File: src/rtl/state_loader.sv
// rtl/state_loader.sv - ping-pong word-to-16-byte state array staging buffer
//
// Assembles a stream of WORD_W-bit words into 16-byte blocks. It uses two
// slots, so one block can fill while the other is held for the round logic.
//
// Ports:
//   clk             rising-edge clock
//   n_rst           asynchronous active-low reset
//   clear           synchronous abort; drops partial and stored blocks
//   word_in         input word; its MSB byte goes to the lowest state index
//   word_valid      word_in is valid
//   word_ready      a word can be accepted this cycle
//   state_array_out 16 bytes of the block at the read slot; [0] = first byte
//   block_valid     state_array_out holds a complete block
//   block_ready     downstream consumes the block this cycle
//   partial         the fill slot holds 1..WPB-1 words
//   block_cnt       blocks released downstream; wraps at 16 bits
module state_loader #(
   parameter int WORD_W = 32
) (
   input  logic              clk,
   input  logic              n_rst,
   input  logic              clear,
   input  logic [WORD_W-1:0] word_in,
   input  logic              word_valid,
   output logic              word_ready,
   output logic [7:0]        state_array_out [0:15],
   output logic              block_valid,
   input  logic              block_ready,
   output logic              partial,
   output logic [15:0]       block_cnt
);

   localparam int BPW = WORD_W / 8;
   localparam int WPB = 16 / BPW;
   localparam int CW  = $clog2(WPB);
   localparam logic [CW-1:0] LAST_WORD = CW'(WPB - 1);

   logic [7:0]    slot0 [0:15];
   logic [7:0]    slot1 [0:15];
   logic [1:0]    full;
   logic [1:0]    full_nxt;
   logic          wr_sel;
   logic          rd_sel;
   logic [CW-1:0] wcnt;

   logic          accept;
   logic          release_blk;
   logic          last_word;
   logic [3:0]    base;

   assign word_ready  = !full[wr_sel];
   assign block_valid = full[rd_sel];
   assign partial     = (wcnt != '0);

   always_comb begin
      accept      = word_valid && word_ready;
      release_blk = block_valid && block_ready;
      last_word   = (wcnt == LAST_WORD);
      base        = 4'(wcnt) * 4'(BPW);
      // Completion and release touch different slots. When both slots are
      // full, word_ready is low, so no completion can collide with a release.
      full_nxt = full;
      if (release_blk)
         full_nxt[rd_sel] = 1'b0;
      if (accept && last_word)
         full_nxt[wr_sel] = 1'b1;
   end

   always_ff @(posedge clk or negedge n_rst) begin
      if (!n_rst) begin
         full      <= 2'b00;
         wr_sel    <= 1'b0;
         rd_sel    <= 1'b0;
         wcnt      <= '0;
         block_cnt <= 16'd0;
      end else if (clear) begin
         // clear takes priority. Slot data is kept, and a release in the
         // same edge is not counted.
         full   <= 2'b00;
         wr_sel <= 1'b0;
         rd_sel <= 1'b0;
         wcnt   <= '0;
      end else begin
         full <= full_nxt;
         if (accept) begin
            if (last_word) begin
               wcnt   <= '0;
               wr_sel <= !wr_sel;
            end else begin
               wcnt <= wcnt + 1'b1;
            end
         end
         if (release_blk) begin
            rd_sel    <= !rd_sel;
            block_cnt <= block_cnt + 16'd1;
         end
      end
   end

   always_ff @(posedge clk or negedge n_rst) begin
      if (!n_rst) begin
         for (int i = 0; i < 16; i++) begin
            slot0[i] <= 8'h00;
            slot1[i] <= 8'h00;
         end
      end else if (accept && !clear) begin
         for (int k = 0; k < BPW; k++) begin
            if (wr_sel)
               slot1[base + 4'(k)] <= word_in[WORD_W-1-8*k -: 8];
            else
               slot0[base + 4'(k)] <= word_in[WORD_W-1-8*k -: 8];
         end
      end
   end

   // The output is only a 2:1 mux over registered bytes.
   always_comb begin
      for (int i = 0; i < 16; i++)
         state_array_out[i] = rd_sel ? slot1[i] : slot0[i];
   end

endmodule

File: config.mk
export PLATFORM = sky130hd
export DESIGN_NAME = state_loader
export DESIGN_NICKNAME = d
export VERILOG_FILES = /design/src/rtl/state_loader.sv
export SDC_FILE = /design/constraint.sdc
export NUM_CORES = 1
export LEC_CHECK = 0
export BUFFER_PORTS_ARGS = -buffer_cell sky130_fd_sc_hd__buf_2
export CAP_MARGIN = 20
export CORE_MARGIN = 5
export CORE_UTILIZATION = 61
export DETAILED_ROUTE_END_ITERATION = 8
export PLACE_DENSITY = 0.95
export SYNTH_ARGS = -nofsm -noshare
export SYNTH_HDL_FRONTEND = slang
export SYNTH_SLANG_ARGS = --single-unit
File: constraint.sdc
create_clock -name clk -period 5.18 [get_ports clk]
set_input_delay 1.036 -clock clk [delete_from_list [all_inputs] [get_ports clk]]
set_output_delay 1.036 -clock clk [all_outputs]
set_load 0.02 [all_outputs]
==> metrics.csv, run 1 <==
stage;metric;value;unit
status;status;finished clean;
routing;ant_nets;0;
pwr;total_power;5.91;mW
critical_path;arrival;2.62;ns
pwr;power_frac_seq;44.1;%
die;die_w;151;um
global_routing;antenna_found_initial;0;
cells_and_area;final_nets;1008;
pwr;switching_share;28.3;%
place;placed_area;13200;um^2
place;place.gp.congestion;0.741;
logic_synthesis;ys_seq_area_share;57.5;%
timing;clock.fmax;0.274;GHz
routing;vias;7187;
timing;setup_viol;0;
logic_synthesis;ys_types;34;
clock_tree;post_cts_buffers;0;
global_routing;use_met1;32.5;%
pwr;irDropWorstVdd;0.000293;V
routing;routed_wl;26.5;mm
logic_synthesis;yosysWarningCount;0;
timing;hold_viol;0;
timing;slew_headroom;30.2;%
global_routing;grt_use_met2;41.0;%
flow_run;max_cap_violations;0;
logic_synthesis;synth_top_area_cell;dfrtp_1;
logic_synthesis;ys_top_cells_by_area;dfrtp_1 58%, mux2_2 35%, buf_2 1.2%, xnor2_1 0.87%, mux2_1 0.65%;
pwr;p_switching;1.67;mW
logic_synthesis;synth_top_cell_area_share;57.5;%
global_routing;grt_pass1_vias;7786;
cells_and_area;n_antenna_cell;0;
clock_tree;hold_buffers;0;
logic_synthesis;ys.flop_type;dfrtp_1;
logic_synthesis;synth_edf_count;0;
clock_tree;clk_pin_slew;0.06;ns
cells_and_area;drive_above_1_share;63.0;%
global_routing;grtUsageTotal;23.9;%
cells_and_area;area_delta_synth_final;16.9;%
pwr;p_comb_share;21.4;%
logic_synthesis;synth.avg_cell_area;15.3;um^2
logic_synthesis;synth_nets;834;
clock_tree;cts_tree;built;
pwr;power_density;418;nW/um^2
critical_path;path_class;flip-flop to output port;
clock_tree;root_buffer;clkbuf_16;
hold_path;hold_path_startpoint;block_cnt[15];
place;dp_hpwl;16.6;mm
logic_synthesis;yosysMostFrequentCell;mux2_2;
global_routing;grt_pass1_wl;43.0;mm
logic_synthesis;synth_common_cells;378 x mux2_2, 278 x dfrtp_1, 28 x buf_2;
die;core;19500;um^2
timing;min_period;3.66;ns
routing;routed_via_density;5.74;
hold_path;hold_depth;1;
timing;rsz0062_at_grt;false;
timing;tns;0;ns
routing;drt-pass1-iter-count;4;
critical_path;r2r-start;wcnt[0];
die;row_count;51;
timing;whs;0.481;ns
clock_tree;cts_sinks;278;
hold_path;hold_path_class;flip-flop to flip-flop;
timing;finalCritPeriodShare;70.6;%
timing;worst_pin_slew;1.05;ns
logic_synthesis;synth.ff_latch_count;278;
critical_path;r2r_slack;2.70;ns
global_routing;busiest_layer;met2;
die;start_util;62.1;%
clock_tree;h-tree-depth;1;
critical_path;startpoint;rd_sel;
global_routing;grt_start_max_net_pins;121;
clock_tree;cts_max_path_buffers;3;
pwr;power_frac_clock;34.5;%
clock_tree;cts_resized;0;
pwr;p_int;4.24;mW
global_routing;grtUsageMet3;3.74;%
cells_and_area;final_cell_area;14100;um^2
die;die_area;22700;um^2
pwr;power_leakage;7.08;nW
logic_synthesis;synthCells;792;
critical_path;critPathMaxFanout;68;
timing;drv_slew;0;
timing;fin_skew;0.00965;ns
critical_path;rr_worst_depth;5;
timing;fin_ws;1.52;ns
routing;wl_per_cell;21.2;um
clock_tree;clkLatencyLatePin;0.53;ns
logic_synthesis;async_reset_ff_share;100;%
die;io_pins;184;
critical_path;cp-end-kind;output port;
critical_path;critPathLaunchType;flip-flop;
place;dp_slack;2.05;ns
routing;dr.first_iter.drc_count;268;
place;port_buffers;183;
critical_path;required;4.14;ns
die;die_y;151;um
logic_synthesis;synthesis.area;12100;um^2
global_routing;overflow;0;
clock_tree;cts_buffers;29;
routing;drc;0;
cell type report:
cell class,count,area [um^2]
Tap cell,265,332
Fill cell,1252,5320
Timing Repair Buffer,188,988
Clock buffer,42,835
Inverter,5,18.8
Multi-Input combinational cell,464,4890
Sequential cell,278,6960
Clock inverter,11,113
path summary, 6_finish.rpt:
kind	to
max	state_array_out[94]
min	block_cnt[15]
max reg2reg	slot1[124]
min reg2reg	block_cnt[15]
max in group asynchronous	slot0[66]
min in group asynchronous	slot1[79]
kinds of logic after synthesis:
kind of cell / share of synthesized area [%]
muxes: 36.0
DFF: 57.5
and+or+nand+nor: 2.46
buffers and inverters: 2.13
xor gates and xnor gates: 1.16
adders and majority gates: 0.517
AOI/OAI and AO/OA: 0.186
critical path: stages, from the launching register on:
cell     delay, ns
dfrtp_4       1.02
buf_12        0.39
mux2_2        0.39
buf_2         0.16
power by group through the flow:
stage / Combinational, mW / Clock, mW / Sequential, mW
floorplan: 0.862 / 0 / 2.58
global route: 1.36 / 2.16 / 2.63
global placement: 1.24 / 0 / 2.62
finish: 1.27 / 2.04 / 2.61
CTS: 1.28 / 2.07 / 2.60
detailed placement: 1.27 / 0 / 2.64
through the flow:
| stage | util [%] | instances |
|---|---|---|
| 2_1_floorplan | - | 792 |
| 3_3_place_gp | 67.8 | 1200 |
| 3_5_place_dp | 67.8 | 1200 |
| 4_1_cts | 72.7 | 1253 |
| 5_1_grt | 72.7 | 1253 |
| 6_report | 72.7 | 1253 |
layout by cell type, fill, tap and decap left out, types with 2 or more instances in the layout:
cell          n
a21oi_1       2
and3_2        2
buf_12        2
buf_2       182
buf_4         3
bufinv_16     2
clkbuf_1      7
clkbuf_16    29
clkbuf_8      6
clkinv_2      6
clkinvlp_4    3
dfrtp_1     277
ha_1          5
inv_1         5
mux2_1        7
mux2_2      378
mux2i_1       2
nand2_1      11
nand3_1       5
nand3_2       2
nand4_1       9
nor2_1        8
xnor2_1      12
xor2_1        4
registers in the layout (all words and copies together) (netlist names):
register and cells:
wcnt 2, block_cnt 16, wr_sel 1, slot0 128, full 2, rd_sel 1, slot1 128
routing by layer:
layer / wire [um] / vias up
met4: 573 / 0
met5: 0 / -
li1: - / 3200
met3: 1340 / 43
met1: 11400 / 3733
met2: 13200 / 211
No activity file was read; power rests on OpenSTA's default activity.
==> run 2, diff against run 1 <==
- CORE_UTILIZATION: 61 -> 51
- PLACE_DENSITY: 0.95 -> 0.87
- clock period: 5.18 -> 3.05 ns (I/O delays scaled with it)
==> metrics.csv, run 2 (synthesis gave the netlist of run 1 again) <==
stage;metric;value;unit;change
routing;dr.first_iter.drc_count;306;;+14%
place;place.gp.congestion;0.765;;+3.2%
critical_path;path_class;flip-flop to output port;;
cells_and_area;final_util;61.5;%;-11 points
cells_and_area;final_common_cell;mux2_2;;
cells_and_area;n_antenna_cell;0;;unchanged
die;die_w;164;um;+8.7%
critical_path;cp_top_family;flip-flops;;
pwr;p_int;7.33;mW;+73%
timing;whs;0.0406;ns;-0.440 ns
cells_and_area;drive_above_1_share;63.6;%;+0.66 points
cells_and_area;area_delta_synth_final;19.0;%;
global_routing;antenna_found_initial;0;;unchanged
pwr;power_frac_seq;43.4;%;-0.7 points
critical_path;cp_num_buf_inv;2;;unchanged
die;core;23400;um^2;+20%
routing;wl_per_cell;19.7;um;-6.8%
clock_tree;root_buffer;clkbuf_16;;
critical_path;r2r-start;wr_sel;;
critical_path;slowest_delay;0.62;ns;-0.40 ns
global_routing;grtUsageTotal;19.6;%;-4.4 points
clock_tree;clkLatencyLatePin;0.53;ns;about the same
place;port_buffers;183;;unchanged
critical_path;startpoint;rd_sel;;
clock_tree;cts_buffers;28;;-3.4%
die;row_count;56;;+9.8%
clock_tree;cts_tree;built;;
global_routing;overflow;0;;unchanged
cells_and_area;fill_cells;1800;;+44%
critical_path;cp-end-kind;output port;;
clock_tree;h-tree-depth;1;;unchanged
place;placed_area;13400;um^2;+1.7%
cells_and_area;final_nets;1017;;+0.89%
place;dp_hpwl;16.6;mm;about the same
cells_and_area;reg.largest.list;slot0 x128, slot1 x128, block_cnt x16;;
critical_path;arrival;2.12;ns;-0.50 ns
global_routing;grt_start_max_net_pins;76;;-37%
die;die_area;26900;um^2;+18%
status;status;finished clean;;
cells_and_area;layout_common_cells;378 x mux2_2, 277 x dfrtp_1, 182 x buf_2, 29 x clkbuf_16;;
routing;routed_via_density;5.43;;-5.4%
pwr;power_frac_clock;35.2;%;+0.7 points
place;dp_slack;0.563;ns;-1.49 ns
pwr;irDropWorstVdd;0.000511;V;+74%
hold_path;hold_path_class;input pin to asynchronous set/reset pin;;
timing;finalCritPeriodShare;89.4;%;
flow_run;max_cap_violations;0;;unchanged
global_routing;grt_pass1_vias;7720;;-0.85%
pwr;power_leakage;7.18;nW;+1.4%
place;dp.cells;1264;;+5.3%
timing;drv_slew;0;;unchanged
routing;drc;0;;unchanged
critical_path;path_cells;buf_12 -> mux2_2 -> buf_2;;
timing;rsz0062_at_grt;false;;
timing;fin_ws;0.323;ns;-1.20 ns
global_routing;grt_pass1_wl;42.0;mm;-2.4%
timing;tns;0;ns;unchanged
routing;routed_wl;25.9;mm;-2.3%
clock_tree;clk_pin_slew;0.06;ns;about the same
timing;setup_viol;0;;unchanged
pwr;power_density;704;nW/um^2;+68%
routing;drt-pass1-iter-count;6;;+2
die;start_util;51.7;%;-10 points
critical_path;cp_slowest_cell;dfrtp_4;;
critical_path;critPathMaxFanout;59;;-13%
clock_tree;post_cts_buffers;0;;unchanged
clock_tree;cts_resized;0;;unchanged
critical_path;critPathLaunchType;flip-flop;;
die;die_y;164;um;+8.7%
clock_tree;cts_sinks;278;;unchanged
timing;worst_pin_slew;0.661;ns;-0.385 ns
routing;vias;7132;;-0.77%
timing;slew_headroom;55.9;%;+26 points
routing;ant_nets;0;;unchanged
pwr;p_comb_share;21.5;%;about the same
timing;min_period;2.73;ns;
pwr;switching_share;27.7;%;-0.58 points
timing;hold_viol;0;;unchanged
critical_path;required;2.44;ns;-1.70 ns
clock_tree;cts_max_path_buffers;3;;unchanged
critical_path;rr_worst_depth;4;;-1
die;io_pins;184;;unchanged
cells_and_area;final_cell_area;14400;um^2;+1.8%
critical_path;path_depth;3;;unchanged
pwr;total_power;10.1;mW;+71%
clock_tree;hold_buffers;0;;unchanged
cells_and_area;fin_cells;1314;;+4.9%
timing;clock.fmax;0.367;GHz;
timing;fin_skew;0.0167;ns;+0.00703 ns
pwr;p_switching;2.80;mW;+68%
run 2: worst register-to-register path, delay by kind of cell (launching register included):
family / cells / cell delay (ns)
AND/OR/NAND/NOR: 2 / 0.89
flip-flops: 1 / 0.46
multiplexers: 1 / 0.30
buffers and inverters: 1 / 0.44
run 2: layout make-up:
cell class                      instances  area (um^2)  share of cell area (%)
Timing Repair Buffer                  198         1140                    7.91
Tap cell                              319          399                    2.77
Sequential cell                       278         6960                    48.4
Clock inverter                          6         80.1                   0.556
Clock buffer                           44          902                    6.27
Multi-Input combinational cell        464         4890                    34.0
Inverter                                5         18.8                   0.130
run 2: final timing paths:
path	endpoint	slack, ns
max	state_array_out[125]	0.32
min	slot0[11]	0.04
max reg2reg	slot0[119]	0.85
min reg2reg	block_cnt[15]	0.47
max in group asynchronous	rd_sel	2.16
min in group clk	wcnt[1]	0.38
run 2: layer usage:
layer	global-route usage (%)	up-vias	part of all wire (%)
met5	0	-	0
met4	5.34	0	2.4
met3	3.24	45	3.9
met2	33.0	148	49
met1	26.5	3729	44
li1	-	3210	-
run 2: power groups by stage:
stage / Clock [mW] / Sequential (mW) / Combinational, mW
final: 3.56 / 4.40 / 2.17
after global routing: 3.80 / 4.45 / 2.34
after CTS: 3.63 / 4.39 / 2.21
after detailed placement: 0 / 4.45 / 2.19
after global placement: 0 / 4.42 / 2.16
after floorplan: 0 / 4.38 / 1.46
